## config.mk

```make
export PLATFORM = sky130hd
export DESIGN_NAME = mem_port_arbiter_flat
export DESIGN_NICKNAME = d
export VERILOG_FILES = /design/src/rtl/mem_port_arbiter_if.sv /design/src/rtl/mem_port_arbiter.sv /design/src/flat_wrapper.sv
export SDC_FILE = /design/constraint.sdc
export NUM_CORES = 1
export LEC_CHECK = 0
export BUFFER_PORTS_ARGS = -buffer_cell sky130_fd_sc_hd__buf_2
export CAP_MARGIN = 20
export CORE_MARGIN = 3
export CORE_UTILIZATION = 30
export DETAILED_ROUTE_END_ITERATION = 12
export GPL_ROUTABILITY_DRIVEN = 1
export PLACE_DENSITY = 0.85
export SLEW_MARGIN = 20
export SYNTH_ARGS = -nofsm -noshare
export SYNTH_HDL_FRONTEND = slang
export SYNTH_SLANG_ARGS = --single-unit
```

## constraint.sdc

```tcl
create_clock -name clk_i -period 3.37 [get_ports clk_i]
set_input_delay 0.1685 -clock clk_i [delete_from_list [all_inputs] [get_ports clk_i]]
set_output_delay 0.1685 -clock clk_i [all_outputs]
set_load 0.1 [all_outputs]
```

## src/rtl/mem_port_arbiter_if.sv

```systemverilog
// Signal bundle between mem_port_arbiter, its requesters and the 1-port memory.
// slave = arbiter side, master = requesters/memory side.
interface mem_port_arbiter_if #(
    parameter int unsigned WORD_SIZE_P = 16,
    parameter int unsigned SB_ENTRY    = 8
);
    localparam int unsigned OCC_W = $clog2(SB_ENTRY) + 1;

    // execute-stage load path
    logic                   ld_v_i;
    logic [WORD_SIZE_P-1:0] ld_addr_i;
    logic                   ld_ready_o;
    logic                   ld_resp_v_o;
    logic [WORD_SIZE_P-1:0] ld_resp_data_o;

    // store-buffer drain path
    logic                   st_v_i;
    logic [WORD_SIZE_P-1:0] st_addr_i;
    logic [WORD_SIZE_P-1:0] st_data_i;
    logic                   st_ready_o;
    logic [OCC_W-1:0]       sb_occupancy_i;
    logic                   flush_i;

    // single memory port
    logic                   mem_v_o;
    logic                   mem_w_o;
    logic [WORD_SIZE_P-1:0] mem_addr_o;
    logic [WORD_SIZE_P-1:0] mem_data_o;
    logic [WORD_SIZE_P-1:0] mem_data_i;

    modport slave (
        input  ld_v_i, ld_addr_i, st_v_i, st_addr_i, st_data_i,
               sb_occupancy_i, flush_i, mem_data_i,
        output ld_ready_o, ld_resp_v_o, ld_resp_data_o, st_ready_o,
               mem_v_o, mem_w_o, mem_addr_o, mem_data_o
    );

    modport master (
        output ld_v_i, ld_addr_i, st_v_i, st_addr_i, st_data_i,
               sb_occupancy_i, flush_i, mem_data_i,
        input  ld_ready_o, ld_resp_v_o, ld_resp_data_o, st_ready_o,
               mem_v_o, mem_w_o, mem_addr_o, mem_data_o
    );
endinterface

```

## src/rtl/mem_port_arbiter.sv

```systemverilog
// Load/store-drain arbiter for the single data-memory port: loads win by default,
// starvation or store-buffer high water forces drain. ARB_PERF_CNT_EN adds grant counters.
module mem_port_arbiter #(
    parameter int unsigned WORD_SIZE_P    = 16,
    parameter int unsigned SB_ENTRY       = 8,
    parameter int unsigned STARVE_LIMIT_P = 4,
    parameter int unsigned HIGH_WATER_P   = 6,
    parameter int unsigned LOW_WATER_P    = 2
) (
    input  logic               clk_i,
    input  logic               reset_n_i,
    mem_port_arbiter_if.slave  bus
`ifdef ARB_PERF_CNT_EN
    ,
    output logic [31:0]        perf_ld_grants_o,
    output logic [31:0]        perf_st_grants_o,
    output logic [31:0]        perf_forced_drain_o
`endif
);
    localparam int unsigned OCC_W  = $clog2(SB_ENTRY) + 1;
    localparam int unsigned CNT_W  = 4;
    localparam int unsigned PERF_W = 32;

    typedef enum logic {
        LD_PRI = 1'b0,
        ST_PRI = 1'b1
    } state_t;

    state_t           r_state;
    logic [CNT_W-1:0] r_starve_cnt;
    logic             r_ld_pend;

    logic             w_ld_req;
    logic             w_st_req;
    logic             w_ld_gnt;
    logic             w_st_gnt;
    logic             w_st_denied;
    logic [CNT_W:0]   w_starve_inc;
    logic [CNT_W-1:0] w_starve_sat;
    logic             w_high_water;
    logic             w_force_drain;
    logic             w_drain_done;
    logic             w_ld_resp_v;

    // Grant selection; reset_n_i gating keeps every grant low while in reset.
    always_comb begin
        w_ld_req = bus.ld_v_i && !bus.flush_i && reset_n_i;
        w_st_req = bus.st_v_i && reset_n_i;
        w_ld_gnt = 1'b0;
        w_st_gnt = 1'b0;
        if (r_state == ST_PRI) begin
            w_st_gnt = w_st_req;
            w_ld_gnt = w_ld_req && !w_st_req;
        end else begin
            w_ld_gnt = w_ld_req;
            w_st_gnt = w_st_req && !w_ld_req;
        end
    end

    always_comb begin
        w_st_denied   = bus.st_v_i && !w_st_gnt;
        w_starve_inc  = {1'b0, r_starve_cnt} + (CNT_W+1)'(1);
        w_starve_sat  = (r_starve_cnt == {CNT_W{1'b1}}) ? r_starve_cnt
                                                        : r_starve_cnt + CNT_W'(1);
        w_high_water  = (bus.sb_occupancy_i >= OCC_W'(HIGH_WATER_P)) ||
                        (bus.sb_occupancy_i == OCC_W'(SB_ENTRY));
        w_force_drain = bus.st_v_i &&
                        ((w_st_denied && (w_starve_inc >= (CNT_W+1)'(STARVE_LIMIT_P))) ||
                         w_high_water);
        // Occupancy seen here is pre-pop, hence the +1.
        w_drain_done  = !bus.st_v_i ||
                        (w_st_gnt && (bus.sb_occupancy_i <= OCC_W'(LOW_WATER_P + 1)));
    end

    assign bus.ld_ready_o = w_ld_gnt;
    assign bus.st_ready_o = w_st_gnt;
    assign bus.mem_v_o    = w_ld_gnt || w_st_gnt;
    assign bus.mem_w_o    = w_st_gnt;
    assign bus.mem_addr_o = w_st_gnt ? bus.st_addr_i :
                            w_ld_gnt ? bus.ld_addr_i : '0;
    assign bus.mem_data_o = w_st_gnt ? bus.st_data_i : '0;

    // Read data arrives the cycle after the grant; a flush in that cycle squashes it.
    assign w_ld_resp_v        = r_ld_pend && !bus.flush_i;
    assign bus.ld_resp_v_o    = w_ld_resp_v;
    assign bus.ld_resp_data_o = w_ld_resp_v ? bus.mem_data_i : '0;

    // Priority state, starvation counter and load-response tracking.
    always_ff @(posedge clk_i or negedge reset_n_i) begin
        if (!reset_n_i) begin
            r_state      <= LD_PRI;
            r_starve_cnt <= '0;
            r_ld_pend    <= 1'b0;
        end else begin
            r_ld_pend <= w_ld_gnt;
            case (r_state)
                LD_PRI: begin
                    if (w_force_drain) begin
                        r_state      <= ST_PRI;
                        r_starve_cnt <= '0;
                    end else if (w_st_denied) begin
                        r_starve_cnt <= w_starve_sat;
                    end else begin
                        r_starve_cnt <= '0;
                    end
                end
                ST_PRI: begin
                    if (w_drain_done) begin
                        r_state <= LD_PRI;
                    end
                    r_starve_cnt <= w_st_denied ? w_starve_sat : '0;
                end
                default: begin
                    r_state      <= LD_PRI;
                    r_starve_cnt <= '0;
                end
            endcase
        end
    end

`ifdef ARB_PERF_CNT_EN
    logic [PERF_W-1:0] r_perf_ld;
    logic [PERF_W-1:0] r_perf_st;
    logic [PERF_W-1:0] r_perf_fd;
    logic              w_fd_event;

    assign w_fd_event = (r_state == LD_PRI) && w_force_drain;

    // Saturating event counters.
    always_ff @(posedge clk_i or negedge reset_n_i) begin
        if (!reset_n_i) begin
            r_perf_ld <= '0;
            r_perf_st <= '0;
            r_perf_fd <= '0;
        end else begin
            if (w_ld_gnt && (r_perf_ld != {PERF_W{1'b1}})) r_perf_ld <= r_perf_ld + PERF_W'(1);
            if (w_st_gnt && (r_perf_st != {PERF_W{1'b1}})) r_perf_st <= r_perf_st + PERF_W'(1);
            if (w_fd_event && (r_perf_fd != {PERF_W{1'b1}})) r_perf_fd <= r_perf_fd + PERF_W'(1);
        end
    end

    assign perf_ld_grants_o    = r_perf_ld;
    assign perf_st_grants_o    = r_perf_st;
    assign perf_forced_drain_o = r_perf_fd;
`endif

endmodule

```

## src/flat_wrapper.sv

```systemverilog
// flat-port wrapper written by rule: the top's interface ports become plain ports
module mem_port_arbiter_flat 
#(
    parameter int unsigned WORD_SIZE_P    = 16,
    parameter int unsigned SB_ENTRY       = 8,
    parameter int unsigned STARVE_LIMIT_P = 4,
    parameter int unsigned HIGH_WATER_P   = 6,
    parameter int unsigned LOW_WATER_P    = 2
)
  (clk_i, reset_n_i, bus_ld_v_i, bus_ld_addr_i, bus_st_v_i, bus_st_addr_i, bus_st_data_i, bus_sb_occupancy_i, bus_flush_i, bus_mem_data_i, bus_ld_ready_o, bus_ld_resp_v_o, bus_ld_resp_data_o, bus_st_ready_o, bus_mem_v_o, bus_mem_w_o, bus_mem_addr_o, bus_mem_data_o);
  mem_port_arbiter_if #(.WORD_SIZE_P(WORD_SIZE_P), .SB_ENTRY(SB_ENTRY)) bus_i ();
  input  logic clk_i;
  input  logic reset_n_i;
  input wire logic [$bits(bus_i.ld_v_i)-1:0] bus_ld_v_i;
  input wire logic [$bits(bus_i.ld_addr_i)-1:0] bus_ld_addr_i;
  input wire logic [$bits(bus_i.st_v_i)-1:0] bus_st_v_i;
  input wire logic [$bits(bus_i.st_addr_i)-1:0] bus_st_addr_i;
  input wire logic [$bits(bus_i.st_data_i)-1:0] bus_st_data_i;
  input wire logic [$bits(bus_i.sb_occupancy_i)-1:0] bus_sb_occupancy_i;
  input wire logic [$bits(bus_i.flush_i)-1:0] bus_flush_i;
  input wire logic [$bits(bus_i.mem_data_i)-1:0] bus_mem_data_i;
  output wire logic [$bits(bus_i.ld_ready_o)-1:0] bus_ld_ready_o;
  output wire logic [$bits(bus_i.ld_resp_v_o)-1:0] bus_ld_resp_v_o;
  output wire logic [$bits(bus_i.ld_resp_data_o)-1:0] bus_ld_resp_data_o;
  output wire logic [$bits(bus_i.st_ready_o)-1:0] bus_st_ready_o;
  output wire logic [$bits(bus_i.mem_v_o)-1:0] bus_mem_v_o;
  output wire logic [$bits(bus_i.mem_w_o)-1:0] bus_mem_w_o;
  output wire logic [$bits(bus_i.mem_addr_o)-1:0] bus_mem_addr_o;
  output wire logic [$bits(bus_i.mem_data_o)-1:0] bus_mem_data_o;
  assign bus_i.ld_v_i = bus_ld_v_i;
  assign bus_i.ld_addr_i = bus_ld_addr_i;
  assign bus_i.st_v_i = bus_st_v_i;
  assign bus_i.st_addr_i = bus_st_addr_i;
  assign bus_i.st_data_i = bus_st_data_i;
  assign bus_i.sb_occupancy_i = bus_sb_occupancy_i;
  assign bus_i.flush_i = bus_flush_i;
  assign bus_i.mem_data_i = bus_mem_data_i;
  assign bus_ld_ready_o = bus_i.ld_ready_o;
  assign bus_ld_resp_v_o = bus_i.ld_resp_v_o;
  assign bus_ld_resp_data_o = bus_i.ld_resp_data_o;
  assign bus_st_ready_o = bus_i.st_ready_o;
  assign bus_mem_v_o = bus_i.mem_v_o;
  assign bus_mem_w_o = bus_i.mem_w_o;
  assign bus_mem_addr_o = bus_i.mem_addr_o;
  assign bus_mem_data_o = bus_i.mem_data_o;
  mem_port_arbiter #(.WORD_SIZE_P(WORD_SIZE_P), .SB_ENTRY(SB_ENTRY), .STARVE_LIMIT_P(STARVE_LIMIT_P), .HIGH_WATER_P(HIGH_WATER_P), .LOW_WATER_P(LOW_WATER_P)) u_core (.clk_i(clk_i), .reset_n_i(reset_n_i), .bus(bus_i));
endmodule
```

After elaboration in Yosys (flattened, before gate mapping)
Index checks and enable logic that the tools add are counted.
{ "totals": {"regBits": 6, "romBits": 0, "elab_cells": 43, "latch_bits": 0, "out_inout_bits": 53, "mem_bits_rw": 0, "mem_count": 0, "in_bits": 73} }
{ "classes": {"div": 0, "multipliers": 0, "n_addsub": 2, "shift": 0, "eq_ne": 2, "n_lt_le_gt_ge": 3, "bitwise_logic": 1, "reduce_logical": 19, "n_mux": 13} }
{ "ops": {"columns": ["op", "n"], "rows": [
  ["$mux 16", 4],
  ["$mux 4", 3],
  ["$logic_and 1x1->1", 10],
  ["$eq 4x4->1 const B", 2],
  ["$pmux 4 s2", 1],
  ["$add 4x1->5 const B", 1],
  ["$ge 5x3->1 const B", 1],
  ["$logic_not 1->1", 5],
  ["$add 4x1->4 const B", 1],
  ["$ge 4x3->1 const B", 1],
  ["$le 4x2->1 const B", 1],
  ["$logic_or 1x1->1", 4],
  ["$mux 1", 4],
  ["$pmux 1 s2", 1],
  ["$not 1->1", 1]
]} }

Logic depth before layout (Yosys ltp)
{ "logic_depth": {"word_depth": 13, "mapped_depth": 5, "ltp_nobuf": 5} }

Worst setup path after synthesis
OpenSTA, ideal clock, no wires.
{ "synth_path": {"path_type": "flip-flop to output port", "from": "reg u_core.r_ld_pend", "to": "out bus_ld_resp_data_o[10]", "path_stages_with_launch": 4, "required_time_ns": 3.201, "slack_ns": 0.772, "n_path_buf": 1, "t_arrival_ns": 2.429, "cell_sequence": "dfrtp_1 -> nor2b_1 -> clkbuf_1 -> and2_1"} }
{ "synth_via": {"elab_chain_cells": 2} }
{ "synth_lines": {"columns": ["item", "line", "text"], "rows": [
  ["from (decl)", "mem_port_arbiter.sv:31", "logic r_ld_pend;"],
  ["from (signal assigned)", "mem_port_arbiter.sv:95", "r_ld_pend <= w_ld_gnt;"],
  ["$logic_and 1x1->1", "mem_port_arbiter.sv:84", "assign w_ld_resp_v = r_ld_pend && !bus.flush_i;"],
  ["net bus_ld_resp_v_o", "flat_wrapper.sv:23", "output wire logic [$bits(bus_i.ld_resp_v_o)-1:0] bus_ld_resp_v_o;"],
  ["$mux 16", "mem_port_arbiter.sv:86", "assign bus.ld_resp_data_o = w_ld_resp_v ? bus.mem_data_i : '0;"],
  ["to (decl)", "flat_wrapper.sv:24", "output wire logic [$bits(bus_i.ld_resp_data_o)-1:0] bus_ld_resp_data_o;"]
]} }
The timed path passes the listed nets, and every way through them passes these cells.

Worst setup path in the final report
{ "layout_path": {"from": "in reset_n_i", "to": "out bus_mem_addr_o[6]"} }
{ "layout_via": {"elab_chain_cells": 6} }
{ "layout_lines": {"columns": ["item", "line", "text"], "rows": [
  ["from (decl)", "flat_wrapper.sv:13", "input logic reset_n_i;"],
  ["$logic_and 1x1->1", "mem_port_arbiter.sv:48", "w_st_req = bus.st_v_i && reset_n_i;"],
  ["$logic_not 1->1", "mem_port_arbiter.sv:53", "w_ld_gnt = w_ld_req && !w_st_req;"],
  ["$logic_and 1x1->1", "mem_port_arbiter.sv:53", null],
  ["$mux 1", "mem_port_arbiter.sv:51", "if (r_state == ST_PRI) begin"],
  ["$mux 16", "mem_port_arbiter.sv:80", "w_ld_gnt ? bus.ld_addr_i : '0;"],
  ["$mux 16 *", "mem_port_arbiter.sv:79", "assign bus.mem_addr_o = w_st_gnt ? bus.st_addr_i :"],
  ["to (decl)", "flat_wrapper.sv:28", "output wire logic [$bits(bus_i.mem_addr_o)-1:0] bus_mem_addr_o;"]
]} }
Every way passes the cells marked *; elsewhere a longest branch is shown, timed or not.

==> run metrics <==
status=complete, no violations; Seq pwr share=0.177; CTS tree=yes; Hold Path Depth=4; WL/cell=12.3 µm; Data arrival, critical path=2.44 ns; CTS root buf=clkbuf_4; Req. time, crit path=3.20 ns; initial antenna violation count=0; P per Cell Area=314 mW/mm²; gpl congestion=0.718; Switching Power=0.262 mW; share of cells above drive strength 1=0.604; VDD IR max=0.226 mV; Max Fanout on Critical Path=35; reg2reg setup slack=1.73 ns; Seq/Total Area, Yosys=0.194; CP Launch Type=primary input; Synth Flop Type=dfrtp_1; Ys Warns=0; Min-Delay Endpoint=u_core.r_state$_DFF_PN0_; most common cell after layout, fill and taps aside=buf_2; first-pass GRT wire length=4730 µm; Finished Layout Cells=245; DIE HEIGHT=56.8 µm; cell repeated most along the worst path=buf_2; Fill cells=216; final core occ=0.610; Final Total Pwr=0.444 mW; Synth Area per Inst=8.14 µm²; largest net degree at the start of global routing=36; Port Buffers=124; drt first pass iters=3; initial drt markers=16; ANT cells=0; count of final setup violators=0; fin crit period=2.61 ns; hold_buf cts=1; Detail Route Antenna Nets=0; H-tree depth=1; dpl hpwl=2630 µm; critical path's slowest cell=and3_1; Post-CTS Setup Inserts=0; CP Capture Type=output port; sw frac=0.590; Hold Crit Start=bus_st_v_i; number of synthesized flops with an enable pin=0; clk_lat worst skew=0.25 ns; Remaining Overflow, GRT=0; cts repair resizes=0; r2r endpoint=u_core.r_starve_cnt[2]$_DFF_PN0_; Initial Util=0.334; core area=0.00232 mm²; die area=0.00322 mm²; pre-CTS setup slack=1.15 ns; Post-Route Setup TNS=0 ns; number of global-route vias before repair=1,088; Slew HR=0.351; placed instance area=0.00138 mm²; Max Freq=0.384 GHz; most frequent cells in the layout=124 x buf_2, 33 x and2_1, 16 x a22o_1; Vias=1,119; Hold Violations, Final=0; Num CTS Buffers=3; clk buf depth=2; setup ws final=0.764 ns; DRC Markers=0; Leakage=0.930 nW; ys async rst share=1.00; number of synthesized register bits=6; Final period util=0.773; placed cells=241; Std-Cell Rows=17; IO Pins=126; Total GRT Usage=0.181; Final Hold Slack=0.278 ns; area grow syn2layout=82.8%; RSZ-0062 raised after global routing=no; average vias per placed instance=4.57; Worst-path clk slew=0.05 ns; critical path class=primary input to output port; R2R Path Start=u_core.r_state$_DFF_PN0_; CP max stage delay=0.84 ns; # nets final=294; Clk pwr share=0.153; final instance area=0.00141 mm²; cell internal pwr=0.182 mW; HP Class=primary input to flip-flop; R2R cell count=4; crit-path cells=dlygate4sd3_1 > buf_2 > and3_1 > a22o_1 > buf_2; maxcap violations=0; Syn Nets=170; CTS Sinks=6; clk_skew=0.00810 ns; Gate power share=0.670; Slew @ Worst Pin=0.973 ns; chip width=56.8 µm; Max Slew Vio Count=0; post-synthesis cell area=773 µm²; final WL=3020 µm; Netlist cell types=31; cell count after synthesis=95
[flip-flops by register name, summed over array words and instances, names as in the netlist]
| register | flops |
|---|---|
| u_core.r_starve_cnt | 4 |
| u_core.r_ld_pend | 1 |
| u_core.r_state | 1 |
[synthesized netlist by cell type, types with 2 or more instances]
| cell | number | area, µm² |
|---|---|---|
| and2_1 | 33 | 206 |
| a22o_1 | 16 | 140 |
| dfrtp_1 | 6 | 150 |
| nand2_1 | 4 | 15.0 |
| nor2_1 | 4 | 15.0 |
| buf_6 | 3 | 33.8 |
| and3_1 | 2 | 12.5 |
| buf_2 | 2 | 10.0 |
| ha_1 | 2 | 25.0 |
| or2_2 | 2 | 12.5 |
[power groups by stage]
stage / logic, mW / clock network (mW) / registers (mW)
after floorplan: 0.234 / 0 / 0.0787
after global placement: 0.296 / 0 / 0.0793
after detailed placement: 0.298 / 0 / 0.0795
after CTS: 0.299 / 0.0715 / 0.0783
after global routing: 0.311 / 0.0744 / 0.0792
final: 0.297 / 0.0680 / 0.0784
[cell families (layout without fill, tap and decap cells)]
group	Yosys count	after routing	share of synthesized area
xor gates and xnor gates	1	1	0.0113
AOI/OAI and AO/OA	26	26	0.282
and+or+nand+nor	51	51	0.392
adders and majority gates	2	2	0.0324
muxes	1	1	0.0129
DFF	6	6	0.194
buffers and inverters	8	130	0.0760
[per-layer routing]
metal  global-route usage  share of wire
met2                0.343           0.54
met1                0.192           0.37
met3               0.0575          0.087
met4               0.0364         0.0099
met5                    0              0
[worst max path at each step]
stage                                     startpoint                     end  slack [ns]  cells after the start
after detailed placement    u_core.r_state$_DFF_PN0_       bus_mem_addr_o[6]        1.15                      4
after floorplan           u_core.r_ld_pend$_DFF_PN0_  bus_ld_resp_data_o[10]        0.77                      3
final                                      reset_n_i       bus_mem_addr_o[6]        0.76                      5
after global placement      u_core.r_state$_DFF_PN0_       bus_mem_addr_o[6]        1.16                      4
after global routing                       reset_n_i       bus_mem_data_o[1]        0.59                      5
after CTS                                  reset_n_i       bus_mem_addr_o[6]        0.75                      5
[worst max-delay path: cells and delay by family]
kind | cells | cell delay, ns
AND/OR/NAND/NOR | 1 | 0.84
AO/OA/AOI/OAI | 1 | 0.25
buffers and inverters | 3 | 1.18
[cell type report]
cell class                 instances  area (µm²)  share of cell area
sequential                         6         150               0.106
tap                               28        35.0              0.0248
inverter                           1        3.75             0.00265
timing repair buffer             126         638               0.451
clock buffer                       3        22.5              0.0159
multi-input combinational         81         564               0.399
Power figures use the tool's default switching activity.
